## src/rtl/axis_instruction_replayer.sv

```systemverilog
// axis_instruction_replayer
// Replays a block of instruction words from a single-port SRAM as AXI-Stream
// beats of {program_counter, instruction}. A small FIFO absorbs the one-cycle
// SRAM read latency so the stream sustains one beat per cycle under tready.
module axis_instruction_replayer #(
   parameter int unsigned ADDR_WIDTH = 10,
   parameter int unsigned FIFO_DEPTH = 4,
   parameter logic [31:0] START_PC   = 32'h0000_0000
) (
   input  logic                  clk,
   input  logic                  rst,
   input  logic                  start,
   input  logic                  flush,
   input  logic [ADDR_WIDTH-1:0] base_addr,
   input  logic [ADDR_WIDTH:0]   length,
   output logic                  busy,
   output logic                  done,
   output logic [ADDR_WIDTH-1:0] mem_address,
   output logic                  mem_read_enable,
   output logic                  mem_write_enable,
   input  logic [31:0]           mem_read_data,
   output logic                  m_tvalid,
   input  logic                  m_tready,
   output logic [31:0]           m_tdata_pc,
   output logic [31:0]           m_tdata_instr,
   output logic                  m_tlast
);

   localparam int unsigned        PTR_W   = $clog2(FIFO_DEPTH);
   localparam int unsigned        CNT_W   = PTR_W + 1;
   localparam logic [CNT_W-1:0]   DEPTH_C = CNT_W'(FIFO_DEPTH);
   localparam logic [ADDR_WIDTH:0] ONE_L  = (ADDR_WIDTH+1)'(1);

   typedef enum logic [1:0] {
      S_IDLE,
      S_RUN,
      S_DRAIN
   } state_t;

   typedef struct packed {
      logic [31:0] pc;
      logic [31:0] instr;
      logic        last;
   } beat_t;

   state_t                state_q, state_d;
   logic [ADDR_WIDTH-1:0] base_q;
   logic [ADDR_WIDTH:0]   len_q;
   logic [ADDR_WIDTH:0]   issued_q;
   logic [ADDR_WIDTH:0]   pushed_q;
   logic [ADDR_WIDTH:0]   last_idx;
   logic                  rd_pending_q;
   logic [PTR_W-1:0]      wr_ptr_q, rd_ptr_q;
   logic [CNT_W-1:0]      count_q;
   logic [CNT_W-1:0]      occupancy;
   logic                  done_q;
   logic                  rd_en, done_d;
   logic                  has_room, load, push, pop;
   beat_t                 fifo_mem [FIFO_DEPTH];
   beat_t                 head;

   // Index of the final word of the current replay (len_q >= 1 whenever it matters).
   assign last_idx  = len_q - ONE_L;
   // FIFO entries plus the read still in flight must never exceed the buffer size.
   assign occupancy = count_q + CNT_W'(rd_pending_q);
   assign has_room  = occupancy < DEPTH_C;
   assign load      = (state_q == S_IDLE) && start && !flush && (length != '0);
   assign push      = rd_pending_q;
   assign head      = fifo_mem[rd_ptr_q];
   assign m_tvalid  = (count_q != '0);
   assign pop       = m_tvalid && m_tready;

   assign busy             = (state_q != S_IDLE);
   assign done             = done_q;
   assign mem_read_enable  = rd_en;
   assign mem_address      = base_q + issued_q[ADDR_WIDTH-1:0];
   assign mem_write_enable = 1'b0;
   assign m_tdata_pc       = m_tvalid ? head.pc    : 32'h0;
   assign m_tdata_instr    = m_tvalid ? head.instr : 32'h0;
   assign m_tlast          = m_tvalid && head.last;

   // State register.
   always_ff @(posedge clk or posedge rst) begin
      // NOTE: flops use non-blocking assignments so every register samples pre-edge values.
      if (rst) state_q <= S_IDLE;
      else     state_q <= state_d;
   end

   // Next-state logic, read issue and completion pulse; flush wins over everything.
   always_comb begin
      // NOTE: defaults first so no path leaves a signal unassigned and infers a latch.
      state_d = state_q;
      rd_en   = 1'b0;
      done_d  = 1'b0;
      if (flush) begin
         state_d = S_IDLE;
      end else begin
         case (state_q)
            S_IDLE: begin
               if (start) begin
                  if (length != '0) state_d = S_RUN;
                  else              done_d  = 1'b1;
               end
            end
            S_RUN: begin
               if (has_room) begin
                  rd_en = 1'b1;
                  if (issued_q == last_idx) state_d = S_DRAIN;
               end
            end
            S_DRAIN: begin
               if (pop && head.last) begin
                  state_d = S_IDLE;
                  done_d  = 1'b1;
               end
            end
            default: state_d = S_IDLE;
         endcase
      end
   end

   // Replay bookkeeping, read tracking and FIFO pointers/occupancy.
   always_ff @(posedge clk or posedge rst) begin
      if (rst) begin
         base_q       <= '0;
         len_q        <= '0;
         issued_q     <= '0;
         pushed_q     <= '0;
         rd_pending_q <= 1'b0;
         wr_ptr_q     <= '0;
         rd_ptr_q     <= '0;
         count_q      <= '0;
         done_q       <= 1'b0;
      end else begin
         done_q <= done_d;
         if (flush) begin
            // Dropping rd_pending discards the SRAM word returning next cycle.
            rd_pending_q <= 1'b0;
            wr_ptr_q     <= '0;
            rd_ptr_q     <= '0;
            count_q      <= '0;
         end else begin
            rd_pending_q <= rd_en;
            if (load) begin
               base_q   <= base_addr;
               len_q    <= length;
               issued_q <= '0;
               pushed_q <= '0;
            end
            if (rd_en) issued_q <= issued_q + ONE_L;
            if (push) begin
               wr_ptr_q <= wr_ptr_q + PTR_W'(1);
               pushed_q <= pushed_q + ONE_L;
            end
            if (pop) rd_ptr_q <= rd_ptr_q + PTR_W'(1);
            if (push && !pop)      count_q <= count_q + CNT_W'(1);
            else if (!push && pop) count_q <= count_q - CNT_W'(1);
         end
      end
   end

   // FIFO storage: capture the returning SRAM word with its pc and last flag.
   always_ff @(posedge clk) begin
      // NOTE: storage has no reset; stale entries are never visible because outputs are gated by m_tvalid.
      if (push && !flush) begin
         fifo_mem[wr_ptr_q] <= '{pc:    START_PC + 32'({pushed_q, 2'b00}),
                                 instr: mem_read_data,
                                 last:  (pushed_q == last_idx)};
      end
   end

endmodule

```

## config.mk

```make
export PLATFORM = sky130hd
export DESIGN_NAME = axis_instruction_replayer
export DESIGN_NICKNAME = d
export VERILOG_FILES = /design/src/rtl/axis_instruction_replayer.sv
export SDC_FILE = /design/constraint.sdc
export NUM_CORES = 1
export LEC_CHECK = 0
export CAP_MARGIN = 40
export CORE_MARGIN = 2
export CORE_UTILIZATION = 52
export CTS_BUF_LIST = sky130_fd_sc_hd__clkbuf_2
export CTS_CLUSTER_DIAMETER = 50
export CTS_CLUSTER_SIZE = 16
export DETAILED_ROUTE_END_ITERATION = 16
export PLACE_DENSITY = 0.79
export SLEW_MARGIN = 20
export SYNTH_ARGS = -nofsm -noshare
export SYNTH_HDL_FRONTEND = slang
export SYNTH_SLANG_ARGS = --single-unit
```

## constraint.sdc

```tcl
create_clock -name clk -period 2.8 [get_ports clk]
set_input_delay 0.56 -clock clk [delete_from_list [all_inputs] [get_ports clk]]
set_output_delay 0.56 -clock clk [all_outputs]
set_load 0.005 [all_outputs]
```

==> qor.txt <==
P&R area growth vs syn: 30.5%
Max_cap viols: 0
Vias/cell: 5.57
Cell with the most instances after synthesis: edfxtp_1
Largest net degree at the start of global routing: 45
Leak: 5.18 nW
Fmax: 0.273 GHz
Worst hold path class: in -> reg
GRT Residual Overflow: 0
WP data required: 2.24 ns
CTS buffer count: 22
Unrepaired setup endpoints after global routing: true
Final setup margin: -0.858 ns
Site Rows: 51
Final hold vios: 0
Clk sinks: 230
Initial core utilization: 53.3%
Startpoint types: flip-flop
Post-synth top cells: 176 x edfxtp_1, 54 x dfrtp_1, 51 x and2_1
Layout Nets: 1000
CP max FO: 2
CP Class: reg -> out
Post-Layout Cell Count: 1205
PD cells: 800 nW/um^2
Critical path's slowest cell: or4_4
Tmin final: 3.66 ns
Die width: 146 um
Worst hold margin: 0.287 ns
Max rail drop VDD: 0.381 mV
Share of layout cells above drive strength 1: 39.0%
Post-synth top area cell: edfxtp_1
Final slew viol count: 0
Critical-path cell list: ha_1 > a21o_1 > a21oi_2 > o21ai_2 > or4_4 > a2111o_1 > o211a_1 > buf_2
CTS clk-pin slew, worst paths: 0.26 ns
Antenna violations before repair: 1
FF+latch count, synth: 230
Worst-Margin Slew: 0.464 ns
Clock Tree Root: clkbuf_2
Via count: 6710
Syn Inst Count: 693
GRT Util Overall: 22.4%
CP max stage delay: 0.49 ns
Reg area: 6640 um^2
Final Core Density: 69.5%
Worst EP arrival: 3.10 ns
Filler Cells Inserted: 1257
Multi-input gate area: 3770 um^2
Sequential area share after synthesis: 63.6%
Chip height: 146 um
Status: complete, but fails checks
Post-DRT Antenna Nets: 0
Synth warn: 0
H-tree depth: 1
IO Port Bufs: 115
Skew final: 0.0413 ns
CTS max path bufs: 3
Crit end category: output pin
Number of flops mapped to enable cells by yosys: 176
Period Utilization, post-route: 131%
Netlist cell types: 63
Die area: 21200 um^2
Setup violations, final: 51
DRT iter0 DRCs: 360
First-pass GRT wire length: 37600 um
Drt first pass iters: 5
DP HPWL: 14400 um
Placer Congestion: 0.891
Setup TNS: -14.05 ns
Slew HR: 68.3%
Placed Cells: 1092
Prevailing post-synth register cell: edfxtp_1
Wire per inst: 20.1 um
FFs w/ async S/R, synth: 23.5%
Final wirelength: 24300 um
Top-area cell type share of the netlist area: 50.6%
Post-Syn Area: 10400 um^2
Largest cells by area after synthesis: edfxtp_1 51%, dfrtp_1 13%, mux4_2 9.5%
Worst skew pair latency: 0.82 ns
Failing checks: setup timing
CTS tree: built
IO Pins: 138
Core area: 19600 um^2
Synthesized area per cell: 15.1 um^2
Drc violations: 0
Vias in the first global route: 6923
[flip-flops by register name (all words and copies together) (netlist names)]
register / count
count_q: 3
push: 1
done: 1
rd_ptr_q: 2
state_q: 2
issued_q: 11
base_q: 10
pushed_q: 11
fifo_mem: 176
wr_ptr_q: 2
len_q: 11
[path summary, 6_finish.rpt]
check | end | start | slack [ns] | depth (start not counted)
hold / removal | len_q[9]$_DFFE_PP0P_ | length[9] | 0.29 | 3
setup / recovery | mem_address[9] | base_q[1]$_DFFE_PP0P_ | -0.86 | 8
hold reg to reg | base_q[8]$_DFFE_PP0P_ | base_q[8]$_DFFE_PP0P_ | 0.56 | 1
min in group asynchronous | base_q[7]$_DFFE_PP0P_ | rst | 0.51 | 3
max in group asynchronous | len_q[9]$_DFFE_PP0P_ | rst | 1.57 | 5
setup reg to reg | issued_q[1]$_DFFE_PP0P_ | count_q[1]$_DFFE_PP0P_ | 0.02 | 17
[layout make-up]
| cell class | count | area share [%] |
|---|---|---|
| clock inverter | 11 | 1.28 |
| tap | 265 | 2.44 |
| timing repair buffer | 239 | 18.3 |
| sequential | 230 | 48.8 |
| clock buffer | 28 | 1.03 |
| inverter | 19 | 0.542 |
| multi-input combinational | 412 | 27.7 |
| antenna | 1 | 0.0184 |
[cells by family after synthesis]
group | after synthesis | synth area share, %
multiplexers | 69 | 12.2
AO/OA/AOI/OAI | 73 | 4.96
other | 1 | 0.0359
buffers and inverters | 72 | 3.60
flip-flops | 230 | 63.6
AND/OR/NAND/NOR | 190 | 9.96
XOR/XNOR | 40 | 3.36
adder cells (fa/ha/maj) | 18 | 2.30
[layer usage]
metal	share of wire, %	up-vias	global-route usage, %
li1	-	3043	-
met1	39	3368	29.0
met2	53	254	40.5
met3	5.9	45	3.07
met4	2.3	0	4.90
met5	0	-	0
[cells in the final DEF (no fill, tap or decap), drive strengths merged, types with 6 or more instances in the layout]
cell,instances
buf,172
or4,6
nand3,16
ha,16
dfrtp,54
inv,22
o21ai,24
nor2,31
nor2b,6
edfxtp,176
a21oi,10
nand4,8
nor4,6
a22o,6
conb,22
xor2,15
mux4,44
nand2,33
clkdlybuf4s50,60
mux2,22
nand2b,6
xnor2,25
clkbuf,34
o31ai,6
and2,52
[through the flow]
stage	power [mW]	area, um^2	worst slack [ns]
6_report	10.9	13600	-0.858
3_5_place_dp	7.44	12200	-0.412
3_3_place_gp	7.35	12200	-0.368
4_1_cts	10.4	13400	-0.980
5_1_grt	11.4	13600	-1.02
2_1_floorplan	5.82	10500	0.0813
[worst max-delay path: cells and delay by family (launching register included)]
kind / cells / cell delay [ns]
buffers and inverters: 1 / 0.12
DFF: 1 / 0.44
AOI/OAI and AO/OA: 5 / 0.94
adders and majority gates: 1 / 0.27
and+or+nand+nor: 1 / 0.49
[repair_timing]
item,CTS,global route
hold buffers,1,0
endpoints found under the setup margin,59,66
cloned,6,2
pin swaps,52,31
resized for setup,322,90
endpoints found under the hold margin,12,0
setup buffers,59,21
[where the power goes]
part | leakage, nW | internal, mW | switching (mW) | total, mW
clock network | 0.195 | 0.604 | 1.17 | 1.77
registers | 2.29 | 3.84 | 0.159 | 4.00
logic | 2.70 | 3.12 | 2.00 | 5.12
(Power assumes the default switching activity.)
